File: src/rtl/mapper_mem_arbiter.sv
// Shares the cartridge memory port between PPU CHR, CPU PRG and the aux (savestate/loader) port.
// Fixed priority chr > prg > aux, with forced aux grants after STARVE_LIMIT bypasses and a stall watchdog.
module mapper_mem_arbiter #(
  parameter int STARVE_LIMIT = 8,
  parameter int TIMEOUT      = 64
) (
  input  logic        clk,
  input  logic        reset_n,
  input  logic        chr_req,
  input  logic [21:0] chr_addr,
  output logic [7:0]  chr_rdata,
  output logic        chr_done,
  input  logic        prg_req,
  input  logic        prg_we,
  input  logic [21:0] prg_addr,
  input  logic [7:0]  prg_wdata,
  output logic [7:0]  prg_rdata,
  output logic        prg_done,
  input  logic        aux_req,
  input  logic        aux_we,
  input  logic [21:0] aux_addr,
  input  logic [7:0]  aux_wdata,
  output logic [7:0]  aux_rdata,
  output logic        aux_done,
  output logic        mem_req,
  output logic        mem_we,
  output logic [21:0] mem_addr,
  output logic [7:0]  mem_wdata,
  input  logic        mem_ack,
  input  logic [7:0]  mem_rdata,
  output logic [2:0]  overrun,
  output logic        timeout_err
);

  typedef enum logic {IDLE, WAIT} state_t;
  typedef enum logic [1:0] {G_CHR = 2'd0, G_PRG = 2'd1, G_AUX = 2'd2} gnt_t;

  localparam logic [7:0] STARVE_LIM = 8'(STARVE_LIMIT);
  localparam logic [9:0] WD_LAST    = 10'(TIMEOUT - 1);

  state_t      state;
  gnt_t        gnt;
  gnt_t        sel;
  logic [2:0]  pend;
  logic [7:0]  starve_cnt;
  logic [9:0]  wdog;

  logic [21:0] chr_addr_q;
  logic [21:0] prg_addr_q;
  logic [21:0] aux_addr_q;
  logic        prg_we_q;
  logic        aux_we_q;
  logic [7:0]  prg_wdata_q;
  logic [7:0]  aux_wdata_q;

  logic        finish;
  logic        grant;
  logic [2:0]  req_v;
  logic [2:0]  fin_vec;
  logic [2:0]  accept;
  logic [7:0]  rd;

  always_comb begin
    finish  = (state == WAIT) && (mem_ack || (wdog == WD_LAST));
    grant   = (state == IDLE) && (pend != 3'b000);
    rd      = mem_ack ? mem_rdata : 8'hFF;
    req_v   = {aux_req, prg_req, chr_req};
    fin_vec = {finish && (gnt == G_AUX), finish && (gnt == G_PRG), finish && (gnt == G_CHR)};
    // A request landing on its own completion cycle is accepted: set wins over clear.
    accept  = req_v & (~pend | fin_vec);
    if (pend[2] && (starve_cnt >= STARVE_LIM)) begin
      sel = G_AUX;
    end else if (pend[0]) begin
      sel = G_CHR;
    end else if (pend[1]) begin
      sel = G_PRG;
    end else begin
      sel = G_AUX;
    end
  end

  // Request capture registers: only written when the request is accepted.
  always_ff @(posedge clk) begin
    if (accept[0]) begin
      chr_addr_q <= chr_addr;
    end
    if (accept[1]) begin
      prg_addr_q  <= prg_addr;
      prg_we_q    <= prg_we;
      prg_wdata_q <= prg_wdata;
    end
    if (accept[2]) begin
      aux_addr_q  <= aux_addr;
      aux_we_q    <= aux_we;
      aux_wdata_q <= aux_wdata;
    end
  end

  // Arbitration FSM and registered memory/completion outputs.
  always_ff @(posedge clk or negedge reset_n) begin
    if (!reset_n) begin
      state       <= IDLE;
      gnt         <= G_CHR;
      pend        <= 3'b000;
      starve_cnt  <= 8'd0;
      wdog        <= 10'd0;
      mem_req     <= 1'b0;
      mem_we      <= 1'b0;
      mem_addr    <= 22'd0;
      mem_wdata   <= 8'd0;
      chr_rdata   <= 8'h00;
      prg_rdata   <= 8'h00;
      aux_rdata   <= 8'h00;
      chr_done    <= 1'b0;
      prg_done    <= 1'b0;
      aux_done    <= 1'b0;
      overrun     <= 3'b000;
      timeout_err <= 1'b0;
    end else begin
      chr_done    <= 1'b0;
      prg_done    <= 1'b0;
      aux_done    <= 1'b0;
      timeout_err <= 1'b0;
      pend        <= (pend & ~fin_vec) | accept;
      overrun     <= overrun | (req_v & ~accept);

      case (state)
        IDLE: begin
          if (grant) begin
            state   <= WAIT;
            gnt     <= sel;
            mem_req <= 1'b1;
            wdog    <= 10'd0;
            case (sel)
              G_CHR: begin
                mem_addr  <= chr_addr_q;
                mem_we    <= 1'b0;
                mem_wdata <= 8'd0;
              end
              G_PRG: begin
                mem_addr  <= prg_addr_q;
                mem_we    <= prg_we_q;
                mem_wdata <= prg_wdata_q;
              end
              default: begin
                mem_addr  <= aux_addr_q;
                mem_we    <= aux_we_q;
                mem_wdata <= aux_wdata_q;
              end
            endcase
          end
        end
        WAIT: begin
          if (finish) begin
            state       <= IDLE;
            mem_req     <= 1'b0;
            timeout_err <= !mem_ack;
            case (gnt)
              G_CHR: begin
                chr_rdata <= rd;
                chr_done  <= 1'b1;
              end
              G_PRG: begin
                prg_rdata <= rd;
                prg_done  <= 1'b1;
              end
              default: begin
                aux_rdata <= rd;
                aux_done  <= 1'b1;
              end
            endcase
          end else begin
            wdog <= wdog + 10'd1;
          end
        end
        default: state <= IDLE;
      endcase

      if (!pend[2]) begin
        starve_cnt <= 8'd0;
      end else if (grant) begin
        if (sel == G_AUX) begin
          starve_cnt <= 8'd0;
        end else if (starve_cnt != 8'hFF) begin
          starve_cnt <= starve_cnt + 8'd1;
        end
      end
    end
  end

endmodule

File: config.mk
export PLATFORM = sky130hd
export DESIGN_NAME = mapper_mem_arbiter
export DESIGN_NICKNAME = d
export VERILOG_FILES = /design/src/rtl/mapper_mem_arbiter.sv
export SDC_FILE = /design/constraint.sdc
export NUM_CORES = 1
export LEC_CHECK = 0
export CAP_MARGIN = 20
export CORE_ASPECT_RATIO = 0.75
export CORE_UTILIZATION = 44
export DETAILED_ROUTE_END_ITERATION = 8
export PLACE_DENSITY = 0.76
export SETUP_SLACK_MARGIN = 0.4
export SLEW_MARGIN = 5
export SYNTH_ARGS = -nofsm -noshare
export SYNTH_HDL_FRONTEND = slang
export SYNTH_SLANG_ARGS = --single-unit
File: constraint.sdc
create_clock -name clk -period 4.3 [get_ports clk]
set_input_delay 1.29 -clock clk [delete_from_list [all_inputs] [get_ports clk]]
set_output_delay 1.29 -clock clk [all_outputs]
set_load 0.01 [all_outputs]
== Word-level counts from Yosys, hierarchy flattened ==
Index checks and enable logic that the tools add are counted.
W data, S select, Z words.
Storage, ports and cells
  register bits: 171
  input port bits: 98
  output and inout bits: 63
  word-level logic and storage cells: 99
Cells by class
  $add $sub $neg: 2
  magnitude comparators: 1
  equal/unequal tests: 11
  multiplexer cells: 31
  bitwise operators: 11
  reduce and logical (&&, ||, !) cells: 19
Operator list (count)
  $pmux W22 S2: 1
  $mux W8: 5
  $mux W10: 2
  $pmux W10 S2: 1
  $pmux W8 S2: 1
  $mux W1: 15
  $add A10 B1 Y10 const B: 1
  $eq A10 B6 Y1 const B: 1
  $and A3 B3 Y3: 3
  $not A3 Y3: 3
  $or A3 B3 Y3: 3
  $reduce_and A3 Y1: 3
  $add A8 B1 Y8 const B: 1
  $ge A8 B4 Y1 const B: 1
  $ne A8 B8 Y1 const B: 1
  $reduce_and A2 Y1: 4
  $logic_and A1 B1 Y1: 6
  $mux W2: 3
  $pmux W1 S2: 3
  $eq A2 B1 Y1 const B: 2
  $eq A2 B2 Y1 const B: 2
  $logic_not A2 Y1: 2
  $ne A2 B1 Y1 const B: 2
  $ne A2 B2 Y1 const B: 2
  other kinds (6): 7

== Logic depth before layout (Yosys ltp) ==
Gate-level depths: netlist of the first run.
  depth after elaboration: 9
  gate-level depth with buffers: 8
  mapped depth without buffers: 6

== Worst setup path before layout of the first run ==
No wires, ideal clock.
  kind: input -> register
  from: in mem_ack
  to: reg prg_addr_q[0], enable pin
  arrival time: 4057 ps
  required time: 3833 ps
  path slack: -224 ps
  stages on the path: 3
  buffers on the path: 0
  cell sequence: a31oi_2 or3_1 a21boi_0
On the way
  cells in the longest elaborated chain, start to end: 5
RTL lines
  from (decl): RTL line 29  | input logic mem_ack,
  $logic_or A1 B1 Y1: RTL line 64  | finish = (state == WAIT) && (mem_ack || (wdog == WD_LAST));
  $logic_and A1 B1 Y1: RTL line 64
  $logic_and A1 B1 Y1: RTL line 68  | fin_vec = {finish && (gnt == G_AUX), finish && (gnt == G_PRG), finish && (gnt == G_CHR)};
  $or A3 B3 Y3: RTL line 70  | accept = req_v & (~pend | fin_vec);
  $and A3 B3 Y3: RTL line 70
  via accept[1]: RTL line 60  | logic [2:0] accept;
  to (signal assigned): RTL line 88  | prg_addr_q <= prg_addr;
  to (decl): RTL line 49  | logic [21:0] prg_addr_q;
The timed path passes the listed nets, and every way through them passes these cells.
A chain may end at the register's enable or synchronous reset.

== Final worst setup path of the first run ==
  from: in mem_ack
  to: reg chr_addr_q[8], enable pin
On the way
  cells in the longest elaborated chain, start to end: 5
RTL lines
  $logic_or A1 B1 Y1: RTL line 64
  $logic_and A1 B1 Y1: RTL line 64
  $logic_and A1 B1 Y1: RTL line 68
  $or A3 B3 Y3: RTL line 70
  $and A3 B3 Y3: RTL line 70
  via accept[0]: RTL line 60
  to (signal assigned): RTL line 85  | chr_addr_q <= chr_addr;
  to (decl): RTL line 48  | logic [21:0] chr_addr_q;
The timed path passes the listed nets, and every way through them passes these cells.

==> results of run 1 <==
synthesized netlist by cell type, types with 6 or more instances:
cell / count
sky130_fd_sc_hd__nand2b_1: 11
sky130_fd_sc_hd__clkbuf_1: 17
sky130_fd_sc_hd__inv_1: 8
sky130_fd_sc_hd__nor2_1: 14
sky130_fd_sc_hd__o21ai_0: 6
sky130_fd_sc_hd__dfrtp_1: 87
sky130_fd_sc_hd__mux2_4: 6
sky130_fd_sc_hd__o221a_2: 22
sky130_fd_sc_hd__nand3_1: 6
sky130_fd_sc_hd__a221o_1: 31
sky130_fd_sc_hd__a21oi_1: 7
sky130_fd_sc_hd__edfxtp_1: 84
sky130_fd_sc_hd__nand2_1: 18
sky130_fd_sc_hd__and3_1: 10
sky130_fd_sc_hd__mux2_2: 17
sequential cells by signal (all words and copies together) (netlist names), 2 cells and up:
signal and count:
aux_addr_q 22, chr_addr_q 22, mem_addr 22, prg_addr_q 22
wdog 10, aux_rdata 8, aux_wdata_q 8, chr_rdata 8
mem_wdata 8, prg_rdata 8, prg_wdata_q 8, starve_cnt 8
overrun 3, pend 3, gnt 2
layer usage:
metal | global-route usage | vias to the layer above | routed length, µm
met5 | 0 | - | 0
met4 | 0.0707 | 0 | 273
met2 | 0.323 | 148 | 7070
li1 | - | 1902 | -
met1 | 0.276 | 2076 | 6480
met3 | 0.0531 | 24 | 701
metrics by stage:
stage / total power (W) / setup WS (ns) / util
after floorplan: 0.00332 / 0.595 / -
after global placement: 0.00417 / 0.754 / 0.589
after detailed placement: 0.00425 / 0.667 / 0.589
after CTS: 0.00563 / 1.09 / 0.626
after global routing: 0.00586 / 0.993 / 0.629
final: 0.00560 / 1.10 / 0.629
cell families after synthesis:
group | after synthesis
DFF | 171
AOI/OAI and AO/OA | 91
and+or+nand+nor | 80
buffers and inverters | 31
muxes | 25
xor gates and xnor gates | 3
adders and majority gates | 3
layout make-up:
cell class	instances	area (µm²)	area share
inverter	9	33.8	0.00383
timing repair buffer	167	1680	0.190
tap	195	244	0.0277
sequential	171	4700	0.533
clock inverter	13	93.8	0.0106
multi-input combinational	202	1640	0.186
clock buffer	19	433	0.0491
power by group:
group          total, W  internal, W  switching, W
clock           0.00137     0.000740      0.000633
sequential      0.00243      0.00215      0.000285
combinational   0.00179      0.00102      0.000775
total           0.00560      0.00390       0.00169
worst paths after layout:
path	start	endpoint	slack, ns	cells after the start
max in group asynchronous	reset_n	mem_addr[17]	2.86	2
hold / removal	aux_we_q	mem_we	0.47	1
setup reg to reg	pend[0]	mem_addr[13]	1.62	4
hold reg to reg	aux_we_q	mem_we	0.47	1
min in group asynchronous	reset_n	timeout_err	0.80	1
setup / recovery	mem_ack	chr_addr_q[8]	1.10	5
critical path: stages:
cell and delay [ns]:
sky130_fd_sc_hd__clkdlybuf4s50_1 0.74, sky130_fd_sc_hd__a31oi_2 0.15, sky130_fd_sc_hd__or4_4 0.58, sky130_fd_sc_hd__a21boi_2 0.19, sky130_fd_sc_hd__buf_4 0.32
==> metrics.txt, run 1 <==
# TYPE chip_impl_metric gauge
chip_impl_metric{name="clock_skew",unit="ns"} 0.0122
chip_impl_info{name="ys_top_cells_by_area",value="sky130_fd_sc_hd__edfxtp_1, sky130_fd_sc_hd__dfrtp_1, sky130_fd_sc_hd__a221o_1, sky130_fd_sc_hd__o221a_2, sky130_fd_sc_hd__mux2_2"} 1
chip_impl_info{name="synth_top_family_by_area",value="compound AO/OA/AOI/OAI gates"} 1
chip_impl_metric{name="min_period",unit="ns"} 3.20
chip_impl_metric{name="route.antenna.remaining_nets",unit=""} 0
chip_impl_metric{name="routed_wl",unit="mm"} 14.5
chip_impl_metric{name="cts-buffers-inserted",unit=""} 17
chip_impl_metric{name="layout-drive-gt1-share",unit=""} 0.165
chip_impl_metric{name="synth_top_cell_area_share",unit=""} 0.391
chip_impl_metric{name="post-cts-setup-buffers",unit=""} 0
chip_impl_metric{name="async_sr_flop_fraction",unit=""} 0.509
chip_impl_metric{name="post_synth_and_or_nand_nor_area_fraction",unit=""} 0.0674
chip_impl_metric{name="synth_seq_area_share",unit=""} 0.729
chip_impl_metric{name="synth_warnings",unit=""} 0
chip_impl_metric{name="detailed_place.area",unit="mm²"} 0.00826
chip_impl_metric{name="synth_xor_area_frac",unit=""} 0.00408
chip_impl_metric{name="fin_nets",unit=""} 669
chip_impl_metric{name="grt_max_degree",unit=""} 88
chip_impl_info{name="cts_tree",value="built"} 1
chip_impl_metric{name="timing.hold.ws",unit="ns"} 0.474
chip_impl_metric{name="timing_worst_slew_pin_value",unit="ns"} 1.10
chip_impl_metric{name="core-area",unit="mm²"} 0.0140
chip_impl_metric{name="port_buffers",unit=""} 160
chip_impl_info{name="hp-class",value="flip-flop to flip-flop"} 1
chip_impl_metric{name="max_slew_margin",unit=""} 0.270
chip_impl_metric{name="first_pass_iters",unit=""} 6
chip_impl_metric{name="fillCellCount",unit=""} 1020
chip_impl_metric{name="cellPowerDensity",unit="mW/mm²"} 634
chip_impl_info{name="worstSetupEndpointType",value="flip-flop"} 1
chip_impl_metric{name="post_cts_resized",unit=""} 0
chip_impl_metric{name="synth_enable_flop_cells",unit=""} 84
chip_impl_metric{name="drt_iter0_markers",unit=""} 269
chip_impl_metric{name="insertion_delay",unit="ns"} 0.43
chip_impl_metric{name="clock-sinks",unit=""} 171
chip_impl_metric{name="post_synth_inst_count",unit=""} 404
chip_impl_metric{name="peakVddDrop",unit="mV"} 0.360
chip_impl_metric{name="floorplan.initialDensity",unit=""} 0.460
chip_impl_metric{name="synth.mux.area_fraction",unit=""} 0.0470
chip_impl_metric{name="vias",unit=""} 4150
chip_impl_info{name="outcome",value="completed"} 1
chip_impl_metric{name="clock_path_buffers",unit=""} 2
chip_impl_metric{name="avg_wl_per_cell",unit="µm"} 18.7
chip_impl_metric{name="vias_in_the_first_global_route",unit=""} 4369
chip_impl_metric{name="ys_types",unit=""} 50
chip_impl_metric{name="routed_via_density",unit=""} 5.35
chip_impl_metric{name="number_of_register_bits_inferred_by_synthesis",unit=""} 171
chip_impl_metric{name="setup_tns",unit="ns"} 0
chip_impl_metric{name="report.final.hold_viol_count",unit=""} 0
chip_impl_metric{name="stdcell_count",unit=""} 776
chip_impl_metric{name="leakagePower",unit="nW"} 3.33
chip_impl_metric{name="die_y",unit="µm"} 107
chip_impl_metric{name="syn_avg_cell_area",unit="µm²"} 16.0
chip_impl_metric{name="timing.max_cap.violations",unit=""} 0
chip_impl_metric{name="synth.net_count",unit=""} 505
chip_impl_metric{name="number_of_levels_the_h_tree_was_split_into",unit=""} 4
chip_impl_metric{name="synth-adder-area-share",unit=""} 0.00582
chip_impl_metric{name="syn_to_final_growth",unit="%"} 36.9
chip_impl_metric{name="drt_drc_violations_left",unit=""} 0
chip_impl_info{name="path_class",value="input pin to flip-flop"} 1
chip_impl_metric{name="post_route_standard_cell_area_excluding_fillers",unit="mm²"} 0.00882
chip_impl_info{name="yosysTopAreaCell",value="sky130_fd_sc_hd__edfxtp_1"} 1
chip_impl_info{name="clock-root-buffer",value="sky130_fd_sc_hd__clkbuf_16"} 1
chip_impl_metric{name="antennaDiodeCount",unit=""} 0
chip_impl_metric{name="post_synth_instance_area",unit="mm²"} 0.00645
chip_impl_metric{name="floorplan.rows",unit=""} 37
chip_impl_metric{name="ctsHoldBuffers",unit=""} 0
chip_impl_metric{name="synth_compound_gate_area_share",unit=""} 0.127
chip_impl_metric{name="placedCellCount",unit=""} 742
chip_impl_metric{name="place_hpwl",unit="mm"} 9.80
chip_impl_metric{name="max_clock_freq",unit="GHz"} 0.313
chip_impl_metric{name="min_period_over_period",unit=""} 0.744
chip_impl_info{name="layout.cells.most_common_list",value="sky130_fd_sc_hd__clkdlybuf4s50_1, sky130_fd_sc_hd__dfrtp_1, sky130_fd_sc_hd__edfxtp_1"} 1
chip_impl_info{name="worst_setup_path_start_kind",value="input pin"} 1
chip_impl_metric{name="gp_congestion",unit=""} 0.781
chip_impl_metric{name="floorplan.die_area",unit="mm²"} 0.0151
chip_impl_info{name="dominantRegCellSynth",value="sky130_fd_sc_hd__dfrtp_1"} 1
chip_impl_metric{name="cp.arrival",unit="ns"} 3.29
chip_impl_info{name="unrepaired_setup_endpoints_after_global_routing",value="no"} 1
chip_impl_metric{name="die_w",unit="µm"} 142
chip_impl_metric{name="worst_setup_hold_path_clk_slew",unit="ns"} 0.07
chip_impl_metric{name="grt_usage",unit=""} 0.204
chip_impl_metric{name="globalRoute.totalOverflow",unit=""} 0
chip_impl_info{name="layout_commonest_cell",value="sky130_fd_sc_hd__clkdlybuf4s50_1"} 1
chip_impl_metric{name="setup_violations",unit=""} 0
chip_impl_metric{name="first_pass_grt_wire_length",unit="mm"} 23.0
chip_impl_metric{name="cp_max_fo",unit=""} 22
chip_impl_metric{name="floorplan.io_pins",unit=""} 161
chip_impl_metric{name="worst_ep_required_time",unit="ns"} 4.39
chip_impl_metric{name="antenna_found_initial",unit=""} 0
chip_impl_metric{name="timing.final.max_slew_violations",unit=""} 0
(Power assumes the default switching activity.)
==> run 2, diff against run 1 <==
CORE_UTILIZATION = 49   (was 44)
PLACE_DENSITY = 0.8   (was 0.76)
clock period = 3.3 ns   (was 4.3 ns; I/O delays follow)
==> metrics.txt, run 2 (synthesized netlist as in run 1, its figures left out) <==
# TYPE chip_impl_metric gauge
chip_impl_metric{name="fillCellCount",unit=""} 803
chip_impl_metric{name="share_comb_of_total_power",unit=""} 0.322
chip_impl_metric{name="max_clock_freq",unit="GHz"} 0.410
chip_impl_info{name="layout.cells.most_common_list",value="sky130_fd_sc_hd__clkdlybuf4s50_1, sky130_fd_sc_hd__dfrtp_1, sky130_fd_sc_hd__edfxtp_1"} 1
chip_impl_metric{name="peakVddDrop",unit="mV"} 0.494
chip_impl_metric{name="number_of_levels_the_h_tree_was_split_into",unit=""} 4
chip_impl_metric{name="cp_max_fo",unit=""} 22
chip_impl_metric{name="syn_to_final_growth",unit="%"} 37.4
chip_impl_metric{name="fin_nets",unit=""} 674
chip_impl_metric{name="clock-sinks",unit=""} 171
chip_impl_info{name="worstSetupEndpointType",value="flip-flop"} 1
chip_impl_metric{name="floorplan.die_area",unit="mm²"} 0.0136
chip_impl_info{name="path_class",value="input pin to flip-flop"} 1
chip_impl_metric{name="routed_via_density",unit=""} 5.58
chip_impl_info{name="hp-class",value="flip-flop to flip-flop"} 1
chip_impl_metric{name="drt_drc_violations_left",unit=""} 0
chip_impl_info{name="critical_path_cell_sequence",value="clkdlybuf4s50_1, a31oi_2, or4_4, a21boi_2, buf_4"} 1
chip_impl_metric{name="clock_path_buffers",unit=""} 2
chip_impl_metric{name="floorplan.initialDensity",unit=""} 0.513
chip_impl_metric{name="switchingPower",unit="W"} 0.00222
chip_impl_metric{name="globalRoute.totalOverflow",unit=""} 0
chip_impl_metric{name="core-area",unit="mm²"} 0.0126
chip_impl_metric{name="fin_util",unit=""} 0.705
chip_impl_info{name="worst_setup_path_start_kind",value="input pin"} 1
chip_impl_metric{name="seqPwrFrac",unit=""} 0.424
chip_impl_metric{name="area_of_the_multi_input_gates",unit="mm²"} 0.00164
chip_impl_metric{name="die_w",unit="µm"} 134
chip_impl_metric{name="leakagePower",unit="nW"} 3.38
chip_impl_info{name="clock-root-buffer",value="sky130_fd_sc_hd__clkbuf_16"} 1
chip_impl_metric{name="cp.arrival",unit="ns"} 2.53
chip_impl_metric{name="min_period",unit="ns"} 2.44
chip_impl_metric{name="antennaDiodeCount",unit=""} 0
chip_impl_metric{name="first_pass_grt_wire_length",unit="mm"} 23.6
chip_impl_metric{name="layout-drive-gt1-share",unit=""} 0.174
chip_impl_metric{name="first_pass_iters",unit=""} 4
chip_impl_metric{name="antenna_found_initial",unit=""} 0
chip_impl_metric{name="swShare",unit=""} 0.299
chip_impl_metric{name="floorplan.io_pins",unit=""} 161
chip_impl_metric{name="grt_usage",unit=""} 0.235
chip_impl_info{name="timing.rr.start",value="wdog[6]"} 1
chip_impl_metric{name="largest_stage_delay_worst_path",unit="ns"} 0.51
chip_impl_metric{name="worstPathBufferInverterCount",unit=""} 2
chip_impl_metric{name="floorplan.rows",unit=""} 35
chip_impl_metric{name="cts-buffers-inserted",unit=""} 17
chip_impl_metric{name="ff2ff_setup_slack",unit="ns"} 0.91
chip_impl_metric{name="gp_congestion",unit=""} 0.816
chip_impl_metric{name="grt_max_degree",unit=""} 52
chip_impl_metric{name="post-cts-setup-buffers",unit=""} 0
chip_impl_metric{name="report.final.hold_viol_count",unit=""} 0
chip_impl_metric{name="timing.final.max_slew_violations",unit=""} 0
chip_impl_info{name="layout_commonest_cell",value="sky130_fd_sc_hd__clkdlybuf4s50_1"} 1
chip_impl_metric{name="die_y",unit="µm"} 101
chip_impl_info{name="timing.hold.worst_endpoint",value="mem_wdata[2]"} 1
chip_impl_metric{name="drt_iter0_markers",unit=""} 284
chip_impl_info{name="hold_path.startpoint",value="aux_wdata_q[2]"} 1
chip_impl_metric{name="insertion_delay",unit="ns"} 0.42
chip_impl_metric{name="worst_setup_hold_path_clk_slew",unit="ns"} 0.07
chip_impl_metric{name="min_period_over_period",unit=""} 0.739
chip_impl_metric{name="worst_ep_required_time",unit="ns"} 3.39
chip_impl_metric{name="place_hpwl",unit="mm"} 10.4
chip_impl_info{name="worst_path_cell_with_the_longest_stage_delay",value="sky130_fd_sc_hd__clkdlybuf4s50_1"} 1
chip_impl_info{name="unrepaired_setup_endpoints_after_global_routing",value="no"} 1
chip_impl_metric{name="vias_in_the_first_global_route",unit=""} 4326
chip_impl_metric{name="hold_path_cells",unit=""} 1
chip_impl_metric{name="timing_worst_slew_pin_value",unit="ns"} 0.899
chip_impl_info{name="rr_endpoint",value="chr_addr_q[13]"} 1
chip_impl_metric{name="setup_tns",unit="ns"} 0
chip_impl_metric{name="timing.max_cap.violations",unit=""} 0
chip_impl_metric{name="final-seq-area",unit="mm²"} 0.00470
chip_impl_metric{name="r2r_cells",unit=""} 5
chip_impl_metric{name="clock_skew",unit="ns"} 0.0104
chip_impl_metric{name="post_cts_resized",unit=""} 0
chip_impl_metric{name="ctsHoldBuffers",unit=""} 0
chip_impl_info{name="outcome",value="completed"} 1
chip_impl_metric{name="p_int",unit="W"} 0.00521
chip_impl_metric{name="setup_violations",unit=""} 0
chip_impl_metric{name="cellPowerDensity",unit="mW/mm²"} 839
chip_impl_metric{name="max_slew_margin",unit=""} 0.401
chip_impl_info{name="timing.critical_path.max_delay_family",value="buffers and inverters"} 1
chip_impl_metric{name="vias",unit=""} 4187
chip_impl_metric{name="avg_wl_per_cell",unit="µm"} 20.0
chip_impl_metric{name="routed_wl",unit="mm"} 15.0
chip_impl_metric{name="power.clock.fraction",unit=""} 0.253
chip_impl_info{name="cts_tree",value="built"} 1
chip_impl_metric{name="port_buffers",unit=""} 160
chip_impl_metric{name="route.antenna.remaining_nets",unit=""} 0
-- run 2: final cells by class --
cell class                      instances  share of cell area
Inverter                                9             0.00381
Clock inverter                         12              0.0130
Sequential cell                       171               0.531
Multi-Input combinational cell        202               0.186
Tap cell                              166              0.0235
Clock buffer                           19              0.0500
Timing Repair Buffer                  172               0.194
-- run 2: worst max path at each step --
stage | cells after the start | slack [ns] | start | end
finish | 5 | 0.86 | mem_ack | chr_addr_q[13]
CTS | 5 | 0.86 | mem_ack | chr_addr_q[4]
detailed placement | 5 | 0.43 | mem_ack | chr_addr_q[6]
floorplan | 3 | 0.55 | mem_ack | prg_addr_q[0]
global placement | 5 | 0.46 | mem_ack | chr_addr_q[5]
global route | 5 | 0.77 | wdog[6] | chr_addr_q[13]
-- run 2: layer usage --
metal	share of wire	track usage
met5	0	0
met4	0.0047	0.0700
met3	0.053	0.0536
met2	0.51	0.380
met1	0.44	0.321
-- run 2: power groups by stage --
stage	Clock, W	Sequential (W)	Combinational (W)
floorplan	0	0.00324	0.00109
global placement	0	0.00316	0.00230
detailed placement	0	0.00318	0.00241
CTS	0.00191	0.00315	0.00242
global route	0.00200	0.00321	0.00256
finish	0.00188	0.00315	0.00239
-- run 2: through the flow --
step                instance area [µm²]  total power [W]  setup WS [ns]  hold WS, ns  instances
detailed placement                 8300          0.00559          0.427        0.463        720
floorplan                          6450          0.00433          0.549        0.455        404
finish                             8860          0.00743          0.863        0.470        751
global placement                   8300          0.00546          0.462        0.452        720
global route                       8860          0.00776          0.766        0.485        751
CTS                                8860          0.00748          0.855        0.474        751
